==> src/rtl/cpu_pkg.sv <==
// Shared definitions for the program loader: FSM state encoding, error codes
// and instruction memory depth.
package cpu_pkg;

  typedef enum logic [2:0] {
    ST_IDLE,
    ST_LEN,
    ST_DATA,
    ST_CSUM,
    ST_START,
    ST_RUN,
    ST_ERROR
  } state_t;

  localparam logic [1:0] ERR_NONE    = 2'd0;
  localparam logic [1:0] ERR_FRAME   = 2'd1;
  localparam logic [1:0] ERR_BAD     = 2'd2;
  localparam logic [1:0] ERR_TIMEOUT = 2'd3;

  localparam int MEM_DEPTH = 32;

endpackage

==> src/rtl/load_timeout_timer.sv <==
// Inter-byte timeout counter for the program loader.
// Ports:
//   i_clk     clock
//   i_reset   synchronous active-high reset
//   i_clr     clear counter to 0 (wins over enable)
//   i_en      count this cycle
//   o_expire  counter reaches TIMEOUT_CYCLES-1 on this clock edge
module load_timeout_timer #(
  parameter int TIMEOUT_CYCLES = 4096,
  localparam int W = $clog2(TIMEOUT_CYCLES)
) (
  input  logic i_clk,
  input  logic i_reset,
  input  logic i_clr,
  input  logic i_en,
  output logic o_expire
);

  localparam logic [W-1:0] LAST = W'(TIMEOUT_CYCLES - 1);
  localparam logic [W-1:0] PREV = W'(TIMEOUT_CYCLES - 2);

  logic [W-1:0] r_cnt;

  // Flag the edge on which the count lands on the last value, so the FSM
  // enters ERROR on that same edge.
  assign o_expire = i_en && !i_clr && (r_cnt == PREV);

  always_ff @(posedge i_clk) begin
    if (i_reset || i_clr)
      r_cnt <= '0;
    else if (i_en && r_cnt != LAST)
      r_cnt <= r_cnt + 1'b1;
  end

endmodule

==> src/rtl/program_load_ctrl.sv <==
// Program loader: takes length, payload and checksum bytes from the UART RX
// stream, writes the payload to instruction memory from address 0, and on a
// good checksum pulses CPU reset and releases the CPU hold.
// Ports:
//   Clk, Reset            clock, synchronous active-high reset
//   Load                  start/restart a load (level)
//   rx_data/valid/fe      received byte, strobe, frame error
//   mem_we/addr/wdata     instruction memory write port
//   cpu_hold, cpu_rst     CPU stall and one-cycle reset pulse
//   busy, done            loading / running status
//   err_code              0 none, 1 frame, 2 length/checksum, 3 timeout
//   bytes_loaded          payload bytes written in current/last load
module program_load_ctrl
  import cpu_pkg::*;
#(
  parameter int ADDR_W         = 5,
  parameter int DATA_W         = 8,
  parameter int TIMEOUT_CYCLES = 4096
) (
  input  logic              Clk,
  input  logic              Reset,
  input  logic              Load,
  input  logic [DATA_W-1:0] rx_data,
  input  logic              rx_valid,
  input  logic              rx_fe,
  output logic              mem_we,
  output logic [ADDR_W-1:0] mem_addr,
  output logic [DATA_W-1:0] mem_wdata,
  output logic              cpu_hold,
  output logic              cpu_rst,
  output logic              busy,
  output logic              done,
  output logic [1:0]        err_code,
  output logic [ADDR_W:0]   bytes_loaded
);

  state_t            r_state, w_next;
  logic [1:0]        r_err, w_next_err;
  logic [ADDR_W:0]   r_cnt;     // payload length L
  logic [ADDR_W:0]   r_bytes;   // doubles as the next write address
  logic [DATA_W-1:0] r_csum;
  logic              w_wr, w_in_load, w_expire;

  assign w_in_load = (r_state == ST_LEN) || (r_state == ST_DATA) || (r_state == ST_CSUM);

  load_timeout_timer #(.TIMEOUT_CYCLES(TIMEOUT_CYCLES)) u_timer (
    .i_clk    (Clk),
    .i_reset  (Reset),
    .i_clr    (Load || rx_valid || !w_in_load),
    .i_en     (w_in_load),
    .o_expire (w_expire)
  );

  always_comb begin
    w_next     = r_state;
    w_next_err = r_err;
    w_wr       = 1'b0;
    if (Load) begin
      w_next     = ST_LEN;
      w_next_err = ERR_NONE;
    end else if (w_in_load && rx_valid && rx_fe) begin
      w_next     = ST_ERROR;
      w_next_err = ERR_FRAME;
    end else if (w_in_load && rx_valid) begin
      unique case (r_state)
        ST_LEN: begin
          if (rx_data == '0 || rx_data > DATA_W'(MEM_DEPTH)) begin
            w_next     = ST_ERROR;
            w_next_err = ERR_BAD;
          end else begin
            w_next = ST_DATA;
          end
        end
        ST_DATA: begin
          w_wr = 1'b1;
          if (r_bytes + 1'b1 == r_cnt) w_next = ST_CSUM;
        end
        default: begin  // ST_CSUM
          if (rx_data == r_csum) begin
            w_next = ST_START;
          end else begin
            w_next     = ST_ERROR;
            w_next_err = ERR_BAD;
          end
        end
      endcase
    end else if (w_expire) begin
      w_next     = ST_ERROR;
      w_next_err = ERR_TIMEOUT;
    end else if (r_state == ST_START) begin
      w_next = ST_RUN;
    end
  end

  always_ff @(posedge Clk) begin
    if (Reset) r_state <= ST_IDLE;
    else       r_state <= w_next;
  end

  // Status flags decode the next state so they line up with r_state.
  always_ff @(posedge Clk) begin
    if (Reset) begin
      r_err     <= ERR_NONE;
      r_cnt     <= '0;
      r_bytes   <= '0;
      r_csum    <= '0;
      mem_we    <= 1'b0;
      mem_addr  <= '0;
      mem_wdata <= '0;
      cpu_hold  <= 1'b1;
      cpu_rst   <= 1'b0;
      busy      <= 1'b0;
      done      <= 1'b0;
    end else begin
      r_err    <= w_next_err;
      mem_we   <= w_wr;
      cpu_hold <= (w_next != ST_RUN);
      cpu_rst  <= (w_next == ST_START);
      done     <= (w_next == ST_RUN);
      busy     <= (w_next == ST_LEN) || (w_next == ST_DATA) || (w_next == ST_CSUM);
      if (Load) begin
        r_cnt   <= '0;
        r_bytes <= '0;
        r_csum  <= '0;
      end else if (r_state == ST_LEN && w_next == ST_DATA) begin
        r_cnt   <= rx_data[ADDR_W:0];
        r_bytes <= '0;
        r_csum  <= '0;
      end else if (w_wr) begin
        mem_addr  <= r_bytes[ADDR_W-1:0];
        mem_wdata <= rx_data;
        r_bytes   <= r_bytes + 1'b1;
        r_csum    <= r_csum + rx_data;  // modulo-256 wrap
      end
    end
  end

  assign err_code     = r_err;
  assign bytes_loaded = r_bytes;

endmodule

==> config.mk <==
export PLATFORM = sky130hd
export DESIGN_NAME = program_load_ctrl
export DESIGN_NICKNAME = d
export VERILOG_FILES = /design/src/rtl/cpu_pkg.sv /design/src/rtl/load_timeout_timer.sv /design/src/rtl/program_load_ctrl.sv
export SDC_FILE = /design/constraint.sdc
export NUM_CORES = 1
export LEC_CHECK = 0
export ABC_AREA = 0
export CORE_ASPECT_RATIO = 0.7
export CORE_UTILIZATION = 54
export DETAILED_ROUTE_END_ITERATION = 12
export PLACE_DENSITY = 0.79
export SLEW_MARGIN = 20
export SYNTH_ARGS = -nofsm -noshare
export SYNTH_HDL_FRONTEND = slang
export SYNTH_SLANG_ARGS = --single-unit
==> constraint.sdc <==
create_clock -name Clk -period 2.53 [get_ports Clk]
set_input_delay 0.506 -clock Clk [delete_from_list [all_inputs] [get_ports Clk]]
set_output_delay 0.506 -clock Clk [all_outputs]
set_load 0.03 [all_outputs]
==> impl_metrics.toml <==
[placement]
numPortBuffers = 38
placedInstanceArea_sq_um = 3390
place_worst_setup_slack_ns = -0.0962
half_perimeter_wire_length_of_the_detailed_placement_result_microns = 5200
gp_routability_congestion = 0.897
place.detailed.instances = 457

[pwr]
p_leak_uw = 0.00127
clkPwrFrac_pct = 36.6
powerDensity_nw_per_um2 = 465
sequentialPowerShare_pct = 53.9
cell_internal_pwr_uw = 1240
p_sw_uw = 389
share_comb_of_total_power_pct = 9.5
ir_worst_vdd_mv = 0.312
p_sw_share_pct = 23.9

[logic_synthesis]
synth_xor_area_share_pct = 6.67
netlist_top_cells_area = "sky130_fd_sc_hd__dfxtp_1 40%, sky130_fd_sc_hd__nand2_1 6.8%, sky130_fd_sc_hd__a21oi_1 5.3%"
synth_fp_nets = 359
seq_area_frac_synth_pct = 39.9
synth.ff_latch_count = 55
synth_top_cells_by_count = "55 x sky130_fd_sc_hd__dfxtp_1, 50 x sky130_fd_sc_hd__nand2_1, 29 x sky130_fd_sc_hd__a21oi_1"
post_synth_edffs = 0
synth_area_in_compound_gates_pct = 15.8
synth-simple-area-share_pct = 25.6
synth_top_family_by_area = "simple AND/OR/NAND/NOR gates"
async_reset_ff_share_pct = 0
synth_adder_area_share_pct = 5.26
synthesis.instances = 335
post_synth.cell_area_avg_sq_um = 8.23
post_synth_instance_area_sq_um = 2760
synth_top_flop_cell = "sky130_fd_sc_hd__dfxtp_1"
ys.warnings.count = 0
most_common_cell_in_the_synthesized_netlist = "sky130_fd_sc_hd__dfxtp_1"
yosys-mux-area-fraction_pct = 2.90
synth_top_area_share_pct = 39.9
synth_top_cell_by_area = "sky130_fd_sc_hd__dfxtp_1"
yosysUniqueCellTypes = 48

[die]
top_level_ports = 39
floorplan.rows = 21
initial_utilization_pct = 57.0
die_w_microns = 87.4
area_of_the_placeable_core_sq_um = 4830
die_outline_area_sq_um = 5400
die_height_microns = 61.8

[finish]
layout.area.seq_sq_um = 1100
finish.net_count = 419
layout.core_utilization_pct = 72.6
finalNonFillerCells = 465
area_of_the_multi_input_gates_sq_um = 1560
antenna_cells_inserted = 0
fraction_of_final_layout_cells_with_drive_strength_greater_than_1_pct = 10.9
layout-area-overhead-vs-synth_pct = 27.3
fillerInstances = 377
design_area_sq_um = 3510

[sta]
slew_viol_final = 0
timing_hold_violations_final = 0
fin_worst_hold_slack_ns = 0.459
worstMarginPinSlew_ns = 0.510
min_period_over_period_pct = 92.0
max_transition_margin_pct = 65.9
final.min_clock_period_ns = 2.33
post-route-worst-setup-slack_ns = 0.203
setup_skew_ns = 0.0115
setup_repair_after_global_routing_missed_its_margin = "false"
timing.final.setup_violations = 0
max_clock_freq_mhz = 430

[critical_path]
setup.worst_path.start_class = "input pin"
timing.critical_path.fanout_max = 2
crit_required_ns = 2.77
worst-setup-path-type = "input pin to register"
cp-end-kind = "register"
ff2ff_path_depth = 6
rrSetupSlack_ns = 0.49
critPathArrivalTime_ns = 2.57

[drt]
routed_length_per_instance_microns = 14.7
totalWireLength_microns = 6850
routed_via_density = 5.69
post-route-drc-count = 0
detail-route-antenna-nets = 0
routed-via-count = 2648
drc_violation_total_after_the_first_tritonroute_iteration = 125
drtPass1Iterations = 5

[global_route]
first_global_vias = 2327
grt.overflow.total = 0
grt_antenna_before_repair = 0
grt_util_all_layers_pct = 25.7
grt_max_degree = 19
global_route_wire_length_before_repair_microns = 10600

[clock_network]
worst_setup_hold_path_clk_slew_ns = 0.10
cts.sink_count = 55
clock_tree.root_cell = "sky130_fd_sc_hd__clkbuf_8"
htree_levels = 2
cts_max_path_buffers = 2
clkLatencyLatePin_ns = 0.31
cts_post_setup_buffers_inserted = 0
tritoncts = "yes"
tritoncts.num_buffers = 5
cts-resized-gates = 0
cts_hold_repair_buffers = 0

[min_path]
worst_hold_path_type = "register to register"
hold_depth = 2

[status]
result_of_the_run = "complete, no violations"

[flow_run]
max_cap_viol_count = 0
metrics by stage:
stage | power, uW | TNS (ns)
floorplan | 969 | 0
global placement | 1050 | -0.139
detailed placement | 1050 | -0.538
CTS | 1630 | 0
global route | 1690 | 0
finish | 1630 | 0
critical path, cell delays in order:
cell,delay [ns]
sky130_fd_sc_hd__clkdlybuf4s50_1,0.50
sky130_fd_sc_hd__ha_1,0.18
sky130_fd_sc_hd__inv_1,0.05
sky130_fd_sc_hd__fa_1,0.37
sky130_fd_sc_hd__nand2b_1,0.16
sky130_fd_sc_hd__a21boi_0,0.28
sky130_fd_sc_hd__nor3_1,0.07
sky130_fd_sc_hd__or3_1,0.31
sky130_fd_sc_hd__a21oi_1,0.13
final timing paths:
check                   startpoint     endpoint
setup / recovery        rx_data[0]    r_csum[4]
hold reg to reg        mem_addr[0]  mem_addr[0]
setup reg to reg  u_timer.r_cnt[3]         busy
hold / removal         mem_addr[0]  mem_addr[0]
metal layers:
metal / vias to the layer above / wire length (microns) / GRT usage [%]
li1: 1311 / - / -
met3: 4 / 461 / 6.47
met4: 0 / 50 / 9.84
met2: 85 / 3180 / 41.9
met5: - / 0 / 0
met1: 1248 / 3160 / 33.7
cell usage in the layout, fill, tap and decap left out, drive strengths merged, types with 3 or more instances in the layout:
cell type	netlist	layout
a211oi	4	4
a21oi	29	29
a31oi	4	4
and4	3	3
buf	5	30
clkbuf	10	5
clkdlybuf4s50	0	38
dfxtp	55	55
ha	10	10
inv	12	13
mux2i	8	8
nand2	50	50
nand2b	7	7
nand3	8	8
nand4	10	10
nor2	26	26
nor3	11	11
nor4	4	4
o211ai	3	3
o21ai	12	12
or3	9	9
or4	3	3
xnor2	11	11
xor2	10	10
cells by family after synthesis:
logic type | after synthesis
simple gates | 143
compound gates | 70
flops | 55
buf+inv | 27
xor+xnor | 21
fa+ha+maj | 11
mux | 8
final cells by class:
class	count	area share [%]
flip-flops and latches	55	31.4
multi-input cells	253	44.3
well taps	69	2.46
clock buffers	5	1.96
repair buffers	68	17.3
inverters	12	1.28
clock inverters	3	1.32
power groups by stage:
| stage | logic (uW) | registers (uW) | clock network (uW) |
|---|---|---|---|
| after floorplan | 67.0 | 902 | 0 |
| after global placement | 149 | 898 | 0 |
| after detailed placement | 153 | 898 | 0 |
| after CTS | 154 | 878 | 601 |
| after global routing | 167 | 880 | 641 |
| final | 155 | 878 | 597 |
state kept, by name, indices dropped and copies added, names as in the netlist:
name and count:
mem_wdata 8, r_state 3, mem_addr 5, u_timer.r_cnt 12, busy 1, bytes_loaded 6, done 1, cpu_hold 1
err_code 2, cpu_rst 1, r_cnt 6, r_csum 8, mem_we 1
(Power assumes the default switching activity.)
